`src/rtl/uart_tx_arb_if.sv`:
```
// Bundle of requester handshakes and TX FIFO write port for uart_tx_arb.
// The arbiter takes the slave side; the requesters and FIFO model take the master side.
interface uart_tx_arb_if #(
    parameter int DCNT_W = 8
);
    logic [7:0]        req0_char;
    logic              req0_valid;
    logic              req0_ready;
    logic [7:0]        req1_char;
    logic              req1_valid;
    logic              req1_ready;
    logic [7:0]        req2_char;
    logic              req2_valid;
    logic              req2_ready;
    logic [7:0]        tx_wdata;
    logic              tx_wten;
    logic              tx_fifo_full;
    logic              flush;
    logic [DCNT_W-1:0] drop_cnt;
    logic              drop_clr;

    modport master (
        output req0_char, req0_valid, req1_char, req1_valid, req2_char, req2_valid,
        output tx_fifo_full, flush, drop_clr,
        input  req0_ready, req1_ready, req2_ready, tx_wdata, tx_wten, drop_cnt
    );

    modport slave (
        input  req0_char, req0_valid, req1_char, req1_valid, req2_char, req2_valid,
        input  tx_fifo_full, flush, drop_clr,
        output req0_ready, req1_ready, req2_ready, tx_wdata, tx_wten, drop_cnt
    );
endinterface

```
`src/rtl/uart_tx_arb.sv`:
```
// Three-way round-robin arbiter feeding one character per two clocks into a UART TX FIFO,
// with one holding register per requester and an optional lossy echo path.
module uart_tx_arb #(
    parameter int DCNT_W    = 8,
    parameter bit ECHO_DROP = 1'b1
) (
    input logic         clk,
    input logic         rst_n,
    uart_tx_arb_if.slave bus
);
    logic [2:0]        hold_v_q, hold_v_d;
    logic [7:0]        hold_d_q [3];
    logic [7:0]        hold_d_d [3];
    logic [1:0]        last_q, last_d;
    logic              wten_q, wten_d;
    logic [7:0]        wdata_q, wdata_d;
    logic [DCNT_W-1:0] drop_q, drop_d;

    logic [2:0] valid, ready, take, gnt;
    logic [7:0] chr [3];
    logic [1:0] win;
    logic       grant_ok;

    function automatic logic [DCNT_W-1:0] sat_inc(input logic [DCNT_W-1:0] v);
        return (&v) ? v : v + DCNT_W'(1);
    endfunction

    // Walk from farthest to nearest candidate so the nearest set entry is the one kept.
    function automatic logic [1:0] rr_pick(input logic [1:0] last, input logic [2:0] v);
        logic [1:0] c;
        logic [1:0] w;
        w = 2'd0;
        for (int k = 3; k >= 1; k--) begin
            c = 2'((int'(last) + k) % 3);
            if (v[c]) w = c;
        end
        return w;
    endfunction

    assign valid  = {bus.req2_valid, bus.req1_valid, bus.req0_valid};
    assign chr[0] = bus.req0_char;
    assign chr[1] = bus.req1_char;
    assign chr[2] = bus.req2_char;

    assign ready[0] = ~hold_v_q[0];
    assign ready[1] = ~hold_v_q[1];
    assign ready[2] = ECHO_DROP ? 1'b1 : ~hold_v_q[2];

    // Blocking on wten_q guarantees the FIFO full flag already reflects the previous write.
    assign grant_ok = (|hold_v_q) & ~bus.tx_fifo_full & ~wten_q & ~bus.flush;

    always_comb begin
        win      = rr_pick(last_q, hold_v_q);
        gnt      = grant_ok ? (3'b001 << win) : 3'b000;
        take     = valid & ready & {3{~bus.flush}};
        hold_v_d = hold_v_q;
        hold_d_d = hold_d_q;
        last_d   = grant_ok ? win : last_q;
        wten_d   = grant_ok;
        wdata_d  = grant_ok ? hold_d_q[win] : wdata_q;
        drop_d   = drop_q;
        for (int i = 0; i < 3; i++) begin
            if (gnt[i]) hold_v_d[i] = 1'b0;
            if (take[i]) begin
                hold_v_d[i] = 1'b1;
                hold_d_d[i] = chr[i];
            end
        end
        if (bus.flush) hold_v_d = 3'b000;
        if (ECHO_DROP && take[2] && hold_v_q[2] && !gnt[2]) drop_d = sat_inc(drop_q);
        if (bus.drop_clr) drop_d = '0;
    end

    always_ff @(posedge clk or negedge rst_n) begin
        if (!rst_n) begin
            hold_v_q <= 3'b000;
            for (int i = 0; i < 3; i++) hold_d_q[i] <= 8'h00;
            last_q   <= 2'd2;
            wten_q   <= 1'b0;
            wdata_q  <= 8'h00;
            drop_q   <= '0;
        end else begin
            hold_v_q <= hold_v_d;
            hold_d_q <= hold_d_d;
            last_q   <= last_d;
            wten_q   <= wten_d;
            wdata_q  <= wdata_d;
            drop_q   <= drop_d;
        end
    end

    assign bus.req0_ready = ready[0];
    assign bus.req1_ready = ready[1];
    assign bus.req2_ready = ready[2];
    assign bus.tx_wten    = wten_q;
    assign bus.tx_wdata   = wdata_q;
    assign bus.drop_cnt   = drop_q;
endmodule
```
`src/flat_wrapper.sv`:
```
// flat-port wrapper written by rule: the top's interface ports become plain ports
module uart_tx_arb_flat 
#(
    parameter int DCNT_W    = 8,
    parameter bit ECHO_DROP = 1'b1
)
  (clk, rst_n, bus_req0_char, bus_req0_valid, bus_req1_char, bus_req1_valid, bus_req2_char, bus_req2_valid, bus_tx_fifo_full, bus_flush, bus_drop_clr, bus_req0_ready, bus_req1_ready, bus_req2_ready, bus_tx_wdata, bus_tx_wten, bus_drop_cnt);
  uart_tx_arb_if #(.DCNT_W(DCNT_W)) bus_i ();
  input logic clk;
  input logic rst_n;
  input wire logic [$bits(bus_i.req0_char)-1:0] bus_req0_char;
  input wire logic [$bits(bus_i.req0_valid)-1:0] bus_req0_valid;
  input wire logic [$bits(bus_i.req1_char)-1:0] bus_req1_char;
  input wire logic [$bits(bus_i.req1_valid)-1:0] bus_req1_valid;
  input wire logic [$bits(bus_i.req2_char)-1:0] bus_req2_char;
  input wire logic [$bits(bus_i.req2_valid)-1:0] bus_req2_valid;
  input wire logic [$bits(bus_i.tx_fifo_full)-1:0] bus_tx_fifo_full;
  input wire logic [$bits(bus_i.flush)-1:0] bus_flush;
  input wire logic [$bits(bus_i.drop_clr)-1:0] bus_drop_clr;
  output wire logic [$bits(bus_i.req0_ready)-1:0] bus_req0_ready;
  output wire logic [$bits(bus_i.req1_ready)-1:0] bus_req1_ready;
  output wire logic [$bits(bus_i.req2_ready)-1:0] bus_req2_ready;
  output wire logic [$bits(bus_i.tx_wdata)-1:0] bus_tx_wdata;
  output wire logic [$bits(bus_i.tx_wten)-1:0] bus_tx_wten;
  output wire logic [$bits(bus_i.drop_cnt)-1:0] bus_drop_cnt;
  assign bus_i.req0_char = bus_req0_char;
  assign bus_i.req0_valid = bus_req0_valid;
  assign bus_i.req1_char = bus_req1_char;
  assign bus_i.req1_valid = bus_req1_valid;
  assign bus_i.req2_char = bus_req2_char;
  assign bus_i.req2_valid = bus_req2_valid;
  assign bus_i.tx_fifo_full = bus_tx_fifo_full;
  assign bus_i.flush = bus_flush;
  assign bus_i.drop_clr = bus_drop_clr;
  assign bus_req0_ready = bus_i.req0_ready;
  assign bus_req1_ready = bus_i.req1_ready;
  assign bus_req2_ready = bus_i.req2_ready;
  assign bus_tx_wdata = bus_i.tx_wdata;
  assign bus_tx_wten = bus_i.tx_wten;
  assign bus_drop_cnt = bus_i.drop_cnt;
  uart_tx_arb #(.DCNT_W(DCNT_W), .ECHO_DROP(ECHO_DROP)) u_core (.clk(clk), .rst_n(rst_n), .bus(bus_i));
endmodule
```
`config.mk`:
```
export PLATFORM = sky130hd
export DESIGN_NAME = uart_tx_arb_flat
export DESIGN_NICKNAME = d
export VERILOG_FILES = /design/src/rtl/uart_tx_arb_if.sv /design/src/rtl/uart_tx_arb.sv /design/src/flat_wrapper.sv
export SDC_FILE = /design/constraint.sdc
export NUM_CORES = 1
export LEC_CHECK = 0
export CAP_MARGIN = 20
export CORE_MARGIN = 1
export CORE_UTILIZATION = 38
export CTS_CLUSTER_SIZE = 8
export DETAILED_ROUTE_END_ITERATION = 12
export GPL_ROUTABILITY_DRIVEN = 1
export HOLD_SLACK_MARGIN = 0.06
export PLACE_DENSITY = 0.65
export SLEW_MARGIN = 30
export SYNTH_ARGS = -nofsm -noshare
export SYNTH_HDL_FRONTEND = slang
export SYNTH_SLANG_ARGS = --single-unit
```
`constraint.sdc`:
```
create_clock -name clk -period 5.6 [get_ports clk]
set_clock_uncertainty 0.05 [all_clocks]
set_input_delay 0.56 -clock clk [delete_from_list [all_inputs] [get_ports clk]]
set_output_delay 0.56 -clock clk [all_outputs]
set_load 0.005 [all_outputs]
```
==> flow_metrics.tcl <==
set metrics [dict create \
    outcome "finished, final reports clean" \
    tns_ns 0 \
    p_leak_nw 1.18 \
    wl_met1_um 2340 \
    drc 0 \
    critPathKind "input port to flip-flop" \
    via_per_inst 5.26 \
    worst_r2r_path_depth 8 \
    start_util_pct 39.5 \
    cts_tree "yes" \
    synth_area_leader_cell "dfrtp_1" \
    ant_nets 0 \
    row_count 28 \
    grt_pass1_vias 1759 \
    place_ws_ns 2.47 \
    hold_class "input port to asynchronous set/reset pin" \
    grt_pass1_wl_um 8270 \
    yosys_warnings 0 \
    worst_ep_required_time_ns 5.77 \
    synth_seq_area_share_pct 49.0 \
    r2r_end "u_core.hold_v_q[0]$_DFFE_PN0P_" \
    p_per_area_nw_per_um2 354 \
    antenna_cells 0 \
    grt_overflow_total 0 \
    wire_per_inst_um 15.0 \
    syn2layout_area_growth_pct 26.3 \
    pin_count 52 \
    wirelength_um 4920 \
    worst_setup_path_end_kind "flip-flop" \
    insertion_delay_ns 0.30 \
    track_usage_pct 17.1 \
    dr_wl_met2_um 2280 \
    fmax_mhz 359 \
    vias 1725 \
    cts.clk_slew.worst_paths_ns 0.09 \
    syn-cell-area_um2 2350 \
    syn_inst 206 \
    avgSynthCellArea_um2 11.4 \
    ys_seq_elements 46 \
    postCtsSetupBuffers 0 \
    clock-sinks 46 \
    startpoint "bus_flush" \
    synthDominantCellAreaShare_pct 47.9 \
    rsz0062_at_grt "false" \
    vdd_drop_max_mv 0.140 \
    place_congestion 0.762 \
    fp.dieArea_um2 6510 \
    post-route-period-util_pct 49.7 \
    drive_gt1_share_pct 17.8 \
    yosys-top-cells-area "dfrtp_1 (48%), mux2_2 (12%), mux2i_1 (4.3%), a31oi_1 (2.7%), ha_1 (2.7%)" \
    r2r_start "u_core.last_q[0]$_DFFE_PN0P_" \
    tightest_slew_ns 0.773 \
    fin_ws_ns 2.81 \
    finalCriticalPeriod_ns 2.79 \
    seqCellArea_um2 1150 \
    die_y_um 80.7 \
    fin_cells 328 \
    maxCapViolCount 0 \
    chipWidth_um 80.7 \
    io_buffers 50 \
    grt_max_degree 47 \
    dr_wl_met3_um 221 \
    holdBufCountCts 0 \
    cts.root.buffer_cell "clkbuf_8" \
    grt_antenna_before_repair 0 \
    cts_resized 0 \
    cp_max_fo 14 \
    arrival_ns 2.95 \
    hold_violations 0 \
    maxUsedRoutingLayer "met4" \
    n_fill_cell 574 \
    power_mw 1.05 \
    relSlewSlack_pct 48.4 \
    core-area_um2 5960 \
    synth_nets 243 \
    final-setup-viol-count 0 \
    final_nets 289 \
    crit_path_start_kind "input port" \
    multi_input_area_um2 1090 \
    numCtsBuffers 5 \
    initialDrtViolationCount 45 \
    cts_htree_levels 2 \
    timing.hold.ws_ns 0.200 \
    dp.cells 320 \
    drt_first_pass_iters 5 \
    cts_buffer_depth 2 \
    synth_cell_type_count 48 \
    rrSetupSlack_ns 3.06 \
    drv_slew 0 \
    dp_hpwl_um 3520 \
]
[worst max path at each step]
stage / to / depth (start not counted)
finish: u_core.bus.drop_cnt[7]$_DFFE_PN0P_ / 6
global route: u_core.bus.drop_cnt[7]$_DFFE_PN0P_ / 6
CTS: u_core.bus.drop_cnt[7]$_DFFE_PN0P_ / 6
detailed placement: u_core.bus.drop_cnt[7]$_DFFE_PN0P_ / 6
global placement: u_core.bus.drop_cnt[3]$_DFFE_PN0P_ / 6
floorplan: u_core.bus.drop_cnt[4]$_DFFE_PN0P_ / 8
[state kept, by name, indices dropped and copies added (netlist names)]
| signal | count |
|---|---|
| u_core.bus.tx_wdata | 8 |
| u_core.bus.drop_cnt | 8 |
| u_core.last_q | 2 |
| u_core.hold_v_q | 3 |
| u_core.bus.tx_wten | 1 |
| u_core.hold_d_q | 24 |
[power by group]
group / switching, mW / leakage [nW] / internal [mW]
sequential: 0.0435 / 0.568 / 0.401
clock: 0.114 / 0.0452 / 0.0882
combinational: 0.189 / 0.570 / 0.217
total: 0.346 / 1.18 / 0.706
[synthesized netlist by cell type (all sizes together)]
| cell | number |
|---|---|
| o21ai | 11 |
| or4 | 6 |
| a311oi | 1 |
| a2bb2oi | 1 |
| clkbuf | 3 |
| buf | 10 |
| nor2 | 6 |
| xor2 | 1 |
| a21o | 1 |
| dfstp | 1 |
| dfrtp | 45 |
| o31a | 1 |
| nand3b | 1 |
| o31ai | 7 |
| conb | 1 |
| o311ai | 1 |
| o21a | 1 |
| nor3b | 3 |
| a31oi | 10 |
| mux2i | 10 |
| mux2 | 25 |
| ha | 5 |
| or2 | 2 |
| nand4 | 1 |
| and2 | 8 |
| nor2b | 4 |
| a21bo | 1 |
| nand4b | 1 |
| inv | 10 |
| nand2b | 3 |
| and3b | 1 |
| a22o | 1 |
| o2111a | 1 |
| o211ai | 1 |
| a21oi | 10 |
| nor3 | 1 |
| or2b | 1 |
| nand2 | 6 |
| nand3 | 2 |
| or3 | 1 |
[stage by stage]
stage	area [um2]	utilization, %
after floorplan	2350	-
after global placement	2880	48.4
after detailed placement	2880	48.4
after CTS	2970	49.9
after global routing	2970	49.9
final	2970	49.9
[cell usage in the layout (no fill, tap or decap), types with 3 or more instances in the layout]
| cell type | netlist | final |
|---|---|---|
| dfrtp_1 | 45 | 45 |
| a21oi_1 | 10 | 10 |
| nor2b_1 | 4 | 4 |
| nand2_1 | 6 | 6 |
| and2_0 | 7 | 7 |
| nand2b_1 | 3 | 3 |
| o21ai_0 | 10 | 10 |
| nor2_1 | 6 | 6 |
| or4_1 | 5 | 5 |
| o31ai_1 | 7 | 7 |
| inv_1 | 10 | 10 |
| clkbuf_8 | 0 | 5 |
| clkdlybuf4s50_1 | 0 | 49 |
| a31oi_1 | 10 | 10 |
| mux2i_1 | 10 | 10 |
| buf_4 | 3 | 3 |
| ha_1 | 5 | 5 |
| mux2_2 | 25 | 25 |
[per-layer routing]
metal  up-vias  track usage [%]
li1        838                -
met1       833             23.0
met2        46             26.8
met3         8             3.64
met4         0             6.43
met5         -                0
[cells by family after synthesis]
group	count (synthesis)	synth area share, %
xor gates and xnor gates	1	0.373
adders and majority gates	5	2.66
other	1	0.160
muxes	35	16.2
AOI/OAI and AO/OA	48	14.1
DFF	46	49.0
buffers and inverters	23	4.74
and+or+nand+nor	47	12.7
[layout make-up]
type,count,area share (%)
clock inverters,2,0.463
flip-flops and latches,46,38.8
clock buffers,6,2.44
repair buffers,52,17.3
multi-input cells,137,36.6
inverters,10,1.26
well taps,75,3.16
[worst max-delay path, cell delays in order]
cell and delay (ns):
clkdlybuf4s50_1 0.55, nor2b_1 0.67, o21a_1 0.26, o311ai_4 0.21
or4_1 0.52, a21oi_1 0.18
No activity file was read; power rests on OpenSTA's default activity.
==> variant (config.mk and constraints unchanged) <==
`ECHO_DROP` is set to 1'b1 in 2 places; all go to 1'b0.
--- a/src/rtl/uart_tx_arb.sv
+++ b/src/rtl/uart_tx_arb.sv
@@ -2,7 +2,7 @@
 // with one holding register per requester and an optional lossy echo path.
 module uart_tx_arb #(
     parameter int DCNT_W    = 8,
-    parameter bit ECHO_DROP = 1'b1
+    parameter bit ECHO_DROP = 1'b0
 ) (
     input logic         clk,
     input logic         rst_n,
--- a/src/flat_wrapper.sv
+++ b/src/flat_wrapper.sv
@@ -2,7 +2,7 @@
 module uart_tx_arb_flat 
 #(
     parameter int DCNT_W    = 8,
-    parameter bit ECHO_DROP = 1'b1
+    parameter bit ECHO_DROP = 1'b0
 )
   (clk, rst_n, bus_req0_char, bus_req0_valid, bus_req1_char, bus_req1_valid, bus_req2_char, bus_req2_valid, bus_tx_fifo_full, bus_flush, bus_drop_clr, bus_req0_ready, bus_req1_ready, bus_req2_ready, bus_tx_wdata, bus_tx_wten, bus_drop_cnt);
   uart_tx_arb_if #(.DCNT_W(DCNT_W)) bus_i ();
Formal check against the unedited RTL: not equivalent (Yosys sat finds a counterexample within 4 cycles, from zero or initial values and one cycle with rst_n low).
==> variant against the unedited design <==
Synthesized cell count is 20% lower. Non-clock buffer count decreased by 9. Worst setup slack better by 0.27 ns. Area after synthesis decreased by 18%. Design area shrank 18%. Wire length decreased by 18%. Largest cell class unchanged. Sequential cell count is 8 lower. Register-to-register slack improved by 0.03 ns. Final cell count shrank 17%. Power is 12% lower. Largest power group unchanged.
==> variant: results (changes against the unedited design) <==
Leakage 1.02 nW (-14%); Post-Layout Cell Count 272 (-17%); Pre-Repair DR Iteration Count 4 (-1); Worst VDD drop 0.000187 V (+33%); pin count of the biggest net entering global routing 39 (-17%); 1st-iter DRT viols 63 (+40%); Power Combinational 334 uW (-18%); Worst Hold Launch u_core.hold_d_q[21]; Slew HR 56.1% (+7.7 points); Reg2Reg Depth 7 (-1); Hold Worst Slack 0.459 ns (+0.259 ns); Post-DP Area 0.00234 mm2 (-19%); flop-to-flop setup slack 3.09 ns (+0.03 ns); Switch Pwr 294 uW (-15%); CP peak stage delay 0.54 ns (-0.13 ns); DP HPWL 2980 um (-15%); cells taking the most area after synthesis dfrtp_1 (48%), mux2_2 (15%), mux2i_1 (5.2%), buf_4 (3.9%), nor2_1 (2.7%); number of global-route vias before repair 1,403 (-20%); placed cell count 264 (-18%); first-pass GRT wire length 6650 um (-20%); CP Capture Type register; maximum achievable frequency 398 MHz (+11%); min-delay worst type reg -> reg; Vias per Instance 5.04 (-4.2%); mux cell area share after synthesis 19.8% (+3.6 points); Seq/Total Area, Yosys 49.4% (+0.40 points); seq pwr 392 uW (-12%); startpoint types register; Post-synth top cells dfrtp_1 (37), mux2_2 (25), nor2_1 (14); reg2reg end u_core.bus.tx_wdata[7]; slowest cell on the critical path o22ai_2; crit-path max FO 11 (-3); status finished, final reports clean; Pwr Density 378 mW/mm2 (+6.8%); mean cell area of the mapped netlist 11.7 um2 (+2.3%); switching fraction of total power 31.9% (-0.96 points); I/O Buffers 42 (-16%); Overall Global Routing Usage 17.0% (-0.094 points); RD Place Congestion 0.776 (+1.9%); Post-synth top flop dfrtp_1; Distinct cells, synth 35 (-27%); Post-Synth Adder-Cell Area 2.60% (-0.064 points); Crit path max-delay family compound AO/OA/AOI/OAI gates; worst hold endpoint u_core.hold_d_q[21]; Post-Synth XOR/XNOR Area 0% (-0.37 points); share of layout cells above drive strength 1 21.5% (+3.7 points); Synth Area in Compound Gates 10.5% (-3.6 points); CTS clk-pin slew, worst paths 0.07 ns (-0.02 ns); Total Nets Final 240 (-17%); final WL 4040 um (-18%)
[variant: cells by family (layout without fill, tap and decap cells)]
logic type	count (synthesis)	in the layout
AOI/OAI and AO/OA	29	29
adders and majority gates	4	4
buffers and inverters	26	59
DFF	38	38
muxes	35	35
other	1	8
and+or+nand+nor	32	32
[variant: cell type report]
| type | instances | share of cell area (%) |
|---|---|---|
| inverters | 8 | 1.23 |
| well taps | 67 | 3.44 |
| multi-input cells | 108 | 34.9 |
| clock inverters | 1 | 0.206 |
| flip-flops and latches | 38 | 39.1 |
| clock buffers | 7 | 3.55 |
| repair buffers | 43 | 17.6 |
[variant: metal layers]
metal / share of wire [%] / vias to the layer above / track usage [%] / routed length [um]
met2: 49 / 50 / 27.1 / 1970
li1: - / 643 / - / -
met5: 0 / - / 0 / 0
met1: 43 / 669 / 21.2 / 1750
met4: 2.4 / 0 / 8.71 / 98
met3: 5.4 / 9 / 4.42 / 219
